<file path="config.mk">
export PLATFORM = sky130hd
export DESIGN_NAME = stream_source
export DESIGN_NICKNAME = d
export VERILOG_FILES = /design/src/rtl/stream_source.sv
export SDC_FILE = /design/constraint.sdc
export NUM_CORES = 1
export LEC_CHECK = 0
export CAP_MARGIN = 20
export CORE_MARGIN = 10
export CORE_UTILIZATION = 60
export DETAILED_ROUTE_END_ITERATION = 8
export DONT_BUFFER_PORTS = 1
export GPL_TIMING_DRIVEN = 0
export HOLD_SLACK_MARGIN = 0.05
export PLACE_DENSITY = 0.85
export SYNTH_ARGS = -nofsm -noshare
export SYNTH_HDL_FRONTEND = slang
export SYNTH_SLANG_ARGS = --single-unit
</file>
<file path="constraint.sdc">
create_clock -name clk -period 3.2 [get_ports clk]
set_clock_uncertainty 0.1 [all_clocks]
set_input_delay 0.64 -clock clk [delete_from_list [all_inputs] [get_ports clk]]
set_output_delay 0.64 -clock clk [all_outputs]
set_load 0.01 [all_outputs]
</file>
<file path="src/rtl/stream_source.sv">
// Valid/ready stream transmitter: on start, emits len beats of an incrementing or
// 8-bit LFSR pattern, with optional idle gaps between beats, under full backpressure.
module stream_source #(
  parameter int DATA_W = 8,
  parameter int LEN_W  = 8
) (
  input  logic              clk,
  input  logic              rst_n,
  input  logic              start,
  input  logic [LEN_W-1:0]  len,
  input  logic [DATA_W-1:0] seed,
  input  logic              mode,
  input  logic [3:0]        gap,
  output logic              out_valid,
  input  logic              out_ready,
  output logic [DATA_W-1:0] out_data,
  output logic              busy,
  output logic              done,
  output logic [LEN_W-1:0]  beat_count
);

  typedef enum logic [1:0] {IDLE, SEND, GAP, DONE} state_t;

  // The LFSR taps are only meaningful for byte-wide data; other widths count up.
  localparam bit LFSR_OK = (DATA_W == 8);

  state_t            state;
  logic [LEN_W-1:0]  len_q;
  logic              mode_q;
  logic [3:0]        gap_q;
  logic [3:0]        gap_cnt;
  logic [DATA_W-1:0] first_value;
  logic              last_beat;

  function automatic logic [DATA_W-1:0] next_value(input logic [DATA_W-1:0] d,
                                                   input logic              lfsr);
    logic [7:0] b;
    b = 8'(d);
    if (lfsr && LFSR_OK)
      return DATA_W'({b[6:0], b[7] ^ b[5] ^ b[4] ^ b[3]});
    else
      return d + DATA_W'(1);
  endfunction

  // An all-zero LFSR state would lock up, so a zero seed starts the sequence at 1.
  assign first_value = (mode && LFSR_OK && seed == '0) ? DATA_W'(1) : seed;
  // Only reached in SEND, where len_q is non-zero, so the subtraction cannot wrap.
  assign last_beat   = (beat_count == len_q - LEN_W'(1));

  // NOTE: every piece of state, outputs included, lives in this one clocked block with
  // non-blocking assignments; out_valid is therefore never a combinational function of
  // out_ready, and all registers see consistent pre-edge values.
  always_ff @(posedge clk) begin
    if (!rst_n) begin
      state      <= IDLE;
      out_valid  <= 1'b0;
      out_data   <= '0;
      busy       <= 1'b0;
      done       <= 1'b0;
      beat_count <= '0;
      len_q      <= '0;
      mode_q     <= 1'b0;
      gap_q      <= '0;
      gap_cnt    <= '0;
    end else begin
      done <= 1'b0;
      case (state)
        IDLE: begin
          if (start) begin
            len_q      <= len;
            mode_q     <= mode;
            gap_q      <= gap;
            beat_count <= '0;
            if (len != '0) begin
              out_data  <= first_value;
              out_valid <= 1'b1;
              busy      <= 1'b1;
              state     <= SEND;
            end else begin
              done  <= 1'b1;
              state <= DONE;
            end
          end
        end

        SEND: begin
          // out_valid is always high here, so out_ready alone marks a handshake.
          if (out_ready) begin
            beat_count <= beat_count + LEN_W'(1);
            if (last_beat) begin
              out_valid <= 1'b0;
              busy      <= 1'b0;
              done      <= 1'b1;
              state     <= DONE;
            end else begin
              out_data <= next_value(out_data, mode_q);
              if (gap_q != '0) begin
                out_valid <= 1'b0;
                gap_cnt   <= gap_q;
                state     <= GAP;
              end
            end
          end
        end

        GAP: begin
          gap_cnt <= gap_cnt - 4'd1;
          if (gap_cnt == 4'd1) begin
            out_valid <= 1'b1;
            state     <= SEND;
          end
        end

        DONE: state <= IDLE;

        default: state <= IDLE;
      endcase
    end
  end

endmodule

</file>
* Word-level counts from Yosys, hierarchy flattened *
Cells that the tools add are included.

storage, ports and cells
  output and inout bits = 19
  bits in registers = 38
  word-level logic and storage cells = 81
  input port bits = 25

operators by class
  reductions and logical operators = 15
  muxes and demuxes = 36
  add/subtract/negate cells = 4
  equal/unequal tests = 13
  bitwise logic cells = 3

operator list
  cell                                                                number
  8-bit 2-to-1 mux                                                    8
  8-bit case mux with 2 select lines                                  2
  8-bit by 1-bit adder with 8-bit output, second input constant       2
  2-bit != test, second input constant                                7
  1-bit 2-to-1 mux                                                    12
  2-bit 2-to-1 mux                                                    6
  4-bit 2-to-1 mux                                                    3
  5-bit AND reduction                                                 2
  8-bit == test                                                       1
  8-bit zero test                                                     1
  2-bit case mux with 4 select lines                                  1
  4-bit case mux with 2 select lines                                  1
  4-bit AND reduction                                                 2
  8-bit nonzero test                                                  1
  8-bit by 1-bit subtractor with 8-bit output, second input constant  1
  6-bit AND reduction                                                 1
  2-bit == test, second input constant                                2
  4-bit by 1-bit == test with 1-bit output, second input constant     1
  1-bit case mux with 2 select lines                                  2
  2-bit nonzero test                                                  2
  4-bit nonzero test                                                  1
  4-bit by 1-bit subtractor with 4-bit output, second input constant  1
  3-bit != test, second input constant                                1
  1-bit case mux with 3 select lines                                  1
  7 further kinds                                                     9

* Longest topological paths before layout *
Gate-level depths: netlist (run 1).

  depth after elaboration = 7
  mapped depth = 10
  depth with buffers taken out = 8

* Least setup slack after synthesis (run 1) *
Ideal clock, no wire load.

  path kind = reg2reg
  from = reg len_q[0]
  to = reg gap_cnt[2]
  clock period less this slack = 2203 ps
  library setup time = 115 ps
  stages on the path, launching flop included = 11
  path buffers = 2
  data arrival time = 1988 ps
  slack = 997 ps
  data required time = 2985 ps
  path through = dfxtp_1 -> clkbuf_1 -> inv_1 -> ha_1 -> nor4b_1 -> xnor2_1 -> nor4_2 -> o2111ai_2 -> buf_6 -> a41o_1 -> o21a_1

between the ends
  word-level cells in the longest chain between the ends = 4

ends and longest elaborated chain
  item                                         line  RTL
  from (decl)                                  28    logic [LEN_W-1:0] len_q;
  from (signal assigned)                       70    len_q <= len;
  8-bit by 1-bit subtractor with 8-bit output  48    assign last_beat = (beat_count == len_q - LEN_W'(1));
  8-bit == test                                48
  2-bit != test (no line)                      -
  4-bit AND reduction (no line)                -
  to (signal assigned)                         99    gap_cnt <= gap_q;
  to (signal assigned)                         107   gap_cnt <= gap_cnt - 4'd1;
  to (decl)                                    31    logic [3:0] gap_cnt;

Every way passes these cells.
A chain may end at the register's enable or synchronous reset.

* Worst setup path in the final report (run 1) *
  from = reg len_q[0]
  to = reg out_data[2]

between the ends
  word-level cells in the longest chain between the ends = 4

ends and longest elaborated chain
  item                                         line  RTL
  8-bit by 1-bit subtractor with 8-bit output  48
  8-bit == test                                48
  2-bit != test (no line)                      -
  5-bit AND reduction (no line)                -
  to (signal assigned)                         75    out_data <= first_value;
  to (signal assigned)                         96    out_data <= next_value(out_data, mode_q);
  to (decl)                                    16    output logic [DATA_W-1:0] out_data,

Every way passes these cells.

==> results of run 1 <==
per-stage QoR:
step           setup WS [ns]  power (mW)  cell area [µm²]
4_1_cts                0.529        1.17             2420
6_report               0.513        1.17             2420
3_3_place_gp           0.710       0.822             2330
5_1_grt                0.272        1.23             2420
2_1_floorplan          0.997       0.775             2270
3_5_place_dp           0.566       0.832             2330
metal layers:
metal  part of all wire [%]  GRT usage [%]
met5                      0              0
met4                    1.3           5.19
met3                     10           6.66
met2                     48           28.0
met1                     40           19.6
worst paths after layout:
check        cells after the start  slack (ns)                       end             startpoint
max                             10        0.51  out_data[2]$_SDFFE_PN0P_  len_q[0]$_SDFFE_PN0P_
min                              2        0.38     len_q[7]$_SDFFE_PN0P_  len_q[7]$_SDFFE_PN0P_
max reg2reg                     10        0.51  out_data[2]$_SDFFE_PN0P_  len_q[0]$_SDFFE_PN0P_
min reg2reg                      2        0.38     len_q[7]$_SDFFE_PN0P_  len_q[7]$_SDFFE_PN0P_
state kept, by name (all words and copies together) (netlist names):
signal / flops
done: 1
len_q: 8
gap_q: 4
busy: 1
gap_cnt: 4
out_data: 8
state: 2
mode_q: 1
beat_count: 8
out_valid: 1
kinds of logic (layout without fill, tap and decap cells):
kind of cell	after synthesis	count (layout)	synth area share, %
AOI/OAI and AO/OA	74	74	22.0
xor gates and xnor gates	18	18	6.95
and+or+nand+nor	121	121	25.5
DFF	38	38	33.6
muxes	10	10	4.42
adders and majority gates	5	5	2.76
buffers and inverters	26	34	4.80
worst max-delay path, cell delays in order (launching register included):
cell and delay [ns]:
dfxtp_1 0.31, clkbuf_1 0.24, inv_1 0.08, ha_1 0.26, xnor2_1 0.14, a21o_1 0.19
o21ai_0 0.32, o2111ai_2 0.28, o21bai_1 0.25, buf_4 0.23, mux2i_1 0.21
cell type report:
type                            instances  area share [%]
Buffer                                 19            3.41
Clock buffer                            7            3.57
Clock inverter                          1           0.207
Inverter                                7            1.09
Multi-Input combinational cell        228            57.8
Sequential cell                        38            31.5
Tap cell                               48            2.48
synth_stat cells (2+ instances only):
cell type,count,share of area (%)
or4_1,2,0.66
nor4_1,5,1.4
nand4_1,6,1.7
o31a_1,2,0.77
a21boi_0,14,4.6
or2_2,2,0.55
a21o_1,6,2.0
o21ai_0,14,3.1
xnor2_1,11,4.2
a21oi_1,17,3.8
nor2_1,19,3.1
nand2b_1,2,0.55
a31oi_1,3,0.83
dfxtp_1,38,34
nor2b_1,3,0.83
or3_1,2,0.55
mux2i_1,10,4.4
and3_1,3,0.83
inv_1,6,0.99
ha_1,5,2.8
a211oi_1,2,0.66
and2_1,2,0.55
o21bai_1,2,0.66
a41o_1,2,0.88
nor4b_1,2,0.77
o21a_1,3,0.99
xor2_1,7,2.7
nor3_1,3,0.66
nand2_1,62,10
clkbuf_1,17,2.8
report_power, final:
part           internal [mW]  switching, mW
clock                  0.174          0.168
sequential             0.510         0.0480
combinational          0.115          0.155
layout by cell type, fill, tap and decap left out, types with 3 or more instances in the layout:
cell type,count
o21ai_0,14
xnor2_1,11
nor2_1,19
a21o_1,6
nand2_1,62
nor3_1,3
nand4_1,6
inv_1,6
xor2_1,7
clkbuf_1,18
nor2b_1,3
a31oi_1,3
mux2i_1,10
a21oi_1,17
clkbuf_8,6
nor4_1,5
ha_1,5
and3_1,3
dfxtp_1,38
o21a_1,3
a21boi_0,14
==> flow_summary.ini, run 1 <==
[clock_network]
cts.sinks = 38
ctsHtreeMaxLevel = 2
cts_buffers = 5
cts_hold_buf = 0
clockBufferDepth = 2
cts_setup_buffers = 0
cts-root-buf = clkbuf_8
cts_tree = done
cts_resized = 0
clock_latency_ns = 0.30
clkTransAtPathRegs_ns = 0.08

[place]
place.gp.congestion = 0.935
placed_cells = 340
port_buffers = 0
dpl.hpwl_um = 4140

[synth]
ys.warnings.count = 0
synth_seq_cells = 38
ys_async_sr_fraction_pct = 0
synth-edff-count = 0
synth_cells = 292
syn_nets = 322
synth.avg_cell_area_um2 = 7.76
synth_area_mm2 = 0.00227
synth_cell_types = 50
synth.yosys.seq_area_share_pct = 33.6
synthFlopType = dfxtp_1

[global_route]
grt_pass1_wl_um = 8970
gr-usage-all-layers_pct = 16.9
first_global_vias = 1892
gr-total-overflow = 0
grt_max_degree = 12
antenna_found_initial = 0

[outcome]
status = complete, no violations

[sta]
setup_viol = 0
period_needed_ns = 2.69
rsz0062_at_grt = no
fin_tns_setup_ns = 0
clock.fmax_mhz = 372
slew-limit-headroom_pct = 52.5
hold_slack_ns = 0.378
drv_slew = 0
hold_viol = 0
fin_crit_sh_pct = 84.0
tightest_slew_ns = 0.705

[power_and_ir_drop]
leakagePower_nw = 0.955
power_density_mw_per_mm2 = 484
vdd_drop_max_uv = 317

[floorplan]
core_mm2 = 0.00366
pin_count = 44
fp-row-count = 22
die_w_um = 81.5
dieArea_mm2 = 0.00664
die_h_um = 81.5
start_util_pct = 61.9

[layout]
fin_util_pct = 66.1
nFillCells = 305
antennaDiodeCount = 0
finalNetCount = 329
syn_to_final_growth_pct = 6.68
ff_latch_area_um2 = 761
multiInputGateArea_mm2 = 0.00140
drive_gt1_share_pct = 5.00
stdcell_count = 348

[setup_path]
path_class = reg2reg
arrival_ns = 2.81
critPathMaxFanout = 8
start_kind = flip-flop
worstSetupEndpointType = flip-flop
critPathRequiredTime_ns = 3.32

[detailed_routing]
drt-wirelength-per-cell_um = 15.9
ant_nets = 0
drc = 0
firstDrtPassIters = 4
vias = 2075
vias_per_cell = 5.96
postRouteWirelength_um = 5540
drtIter0Drc = 151

[hold_path]
hold_path_class = reg2reg

[flow_run]
maxCapViolations = 0
Note: power is estimated with default switching activity, not from simulation.
==> run 2, diff against run 1 <==
- clock period: 3.2 -> 2.7 ns (I/O delays scaled with it)
==> run 2 against run 1 <==
Effect of this change:
- sequential power increased by 19%
- first-iteration DRC count decreased by 0.66%
- flip-flop and latch count unchanged
- utilization increased by 0.068 points
- combinational power increased by 19%
- cell count decreased by 0.29%
- wire length increased by 0.99%
- maximum frequency increased by 8.4%
- count of clock-buffer cells in the layout unchanged
- design area increased by 0.10%
- clock power increased by 21%
- global-route usage unchanged
- critical path type unchanged
- critical endpoint unchanged
- highest routed layer unchanged
==> flow_summary.ini, run 2 (synthesized netlist as in run 1, its figures left out) <==
[sta]
rsz0062_at_grt = no
setup_viol = 0
period_needed_ns = 2.48
hold_viol = 0
layout_setup_ws_ns = 0.222
drv_slew = 0
tightest_slew_ns = 0.703
fin_tns_setup_ns = 0
slew-limit-headroom_pct = 52.7
clock.fmax_mhz = 404
fin_crit_sh_pct = 91.8

[clock_network]
clock_latency_ns = 0.30
cts_buffers = 5
clockBufferDepth = 2
ctsHtreeMaxLevel = 2
cts_setup_buffers = 0
cts-root-buf = clkbuf_8
cts.sinks = 38
cts_tree = done
clkTransAtPathRegs_ns = 0.08
cts_hold_buf = 0

[floorplan]
die_w_um = 81.5
dieArea_mm2 = 0.00664
start_util_pct = 61.9
core_mm2 = 0.00366
die_h_um = 81.5
fp-row-count = 22
pin_count = 44

[power_and_ir_drop]
net-switching-power_mw = 0.449
power_frac_seq_pct = 47.5
clkPwrFrac_pct = 29.6
intPower_mw = 0.948
power_density_mw_per_mm2 = 577
vdd_drop_max_uv = 381
leakagePower_nw = 0.957
p_comb_share_pct = 22.9
switching_share_pct = 32.1
total_power_mw = 1.40

[setup_path]
worstSetupEndpointType = flip-flop
path_class = reg2reg
critPathMaxFanout = 8
critPathRequiredTime_ns = 2.82
start_kind = flip-flop
arrival_ns = 2.60

[hold_path]
hold_path_class = in2reg

[detailed_routing]
vias = 2077
ant_nets = 0
postRouteWirelength_um = 5590
vias_per_cell = 5.99
drtIter0Drc = 150
drt-wirelength-per-cell_um = 16.1
drc = 0
firstDrtPassIters = 4

[flow_run]
maxCapViolations = 0

[global_route]
gr-max-usage-layer = met2
grt_pass1_wl_um = 8970
gr-total-overflow = 0
met2_usage_pct = 28.0
antenna_found_initial = 0
grt_use_met1_pct = 19.6
first_global_vias = 1892
gr-usage-all-layers_pct = 16.9
grt_max_degree = 12
grt_use_met3_pct = 6.66

[layout]
fin_util_pct = 66.1
finalNetCount = 328
antennaDiodeCount = 0
largestRegisters = beat_count: 8 flops, len_q: 8 flops, out_data: 8 flops
syn_to_final_growth_pct = 6.79
most-common-layout-cells = nand2_1, dfxtp_1, nor2_1, clkbuf_1, a21oi_1
drive_gt1_share_pct = 5.35
layout_commonest_cell = nand2_1

[place]
place.gp.congestion = 0.935
port_buffers = 0
dpl.hpwl_um = 4140
post-place-ws_ns = 0.0663

[outcome]
status = complete, no violations
[run 2: cell types whose count changed in the layout (fill, tap and decap cells not counted), sizes merged]
cell,change
clkbuf,-1
[run 2: worst paths after layout]
kind	start	endpoint	slack [ns]	depth (start not counted)
hold / removal	len[7]	len_q[7]$_SDFFE_PN0P_	0.28	2
setup reg to reg	len_q[2]$_SDFFE_PN0P_	out_data[2]$_SDFFE_PN0P_	0.22	7
hold reg to reg	len_q[7]$_SDFFE_PN0P_	len_q[7]$_SDFFE_PN0P_	0.38	2
setup / recovery	len_q[2]$_SDFFE_PN0P_	out_data[2]$_SDFFE_PN0P_	0.22	7
[run 2: timing repair]
item	4_1_cts	5_1_grt
gates resized for setup	0	2
endpoints found under the setup margin	0	16
hold endpoints to repair	0	0
[run 2: area by class of cell]
cell class | instances | area [µm²]
Multi-Input combinational cell | 228 | 1400
Fill cell | 308 | 1240
Sequential cell | 38 | 761
Clock buffer | 7 | 86.3
Buffer | 18 | 78.8
Tap cell | 48 | 60.1
Inverter | 7 | 26.3
Clock inverter | 1 | 5.00
[run 2: per-layer routing]
metal  vias up  part of all wire, %
met2        67                   48
met5         -                    0
met4         0                  1.3
met3         9                  9.2
met1       969                   41
li1       1032                    -
[run 2: metrics by stage]
step / instance area, µm² / instances / hold slack, ns
floorplan: 2270 / 292 / 0.352
global placement: 2330 / 340 / 0.363
detailed placement: 2330 / 340 / 0.369
CTS: 2420 / 348 / 0.282
global route: 2420 / 347 / 0.291
finish: 2420 / 347 / 0.277
[run 2: power groups by stage]
| stage | clock network, mW | logic [mW] | registers (mW) |
|---|---|---|---|
| detailed placement | 0 | 0.313 | 0.673 |
| CTS | 0.411 | 0.318 | 0.661 |
| global placement | 0 | 0.301 | 0.673 |
| floorplan | 0 | 0.260 | 0.659 |
| finish | 0.413 | 0.320 | 0.663 |
| global route | 0.436 | 0.357 | 0.671 |
[run 2: critical path, cell delays in order (launching register included)]
cell and delay [ns]:
dfxtp_1 0.38, or3_4 0.42, o31a_1 0.27, nor4_2 0.31
o2111ai_2 0.24, o21bai_1 0.24, buf_4 0.23, mux2i_1 0.21
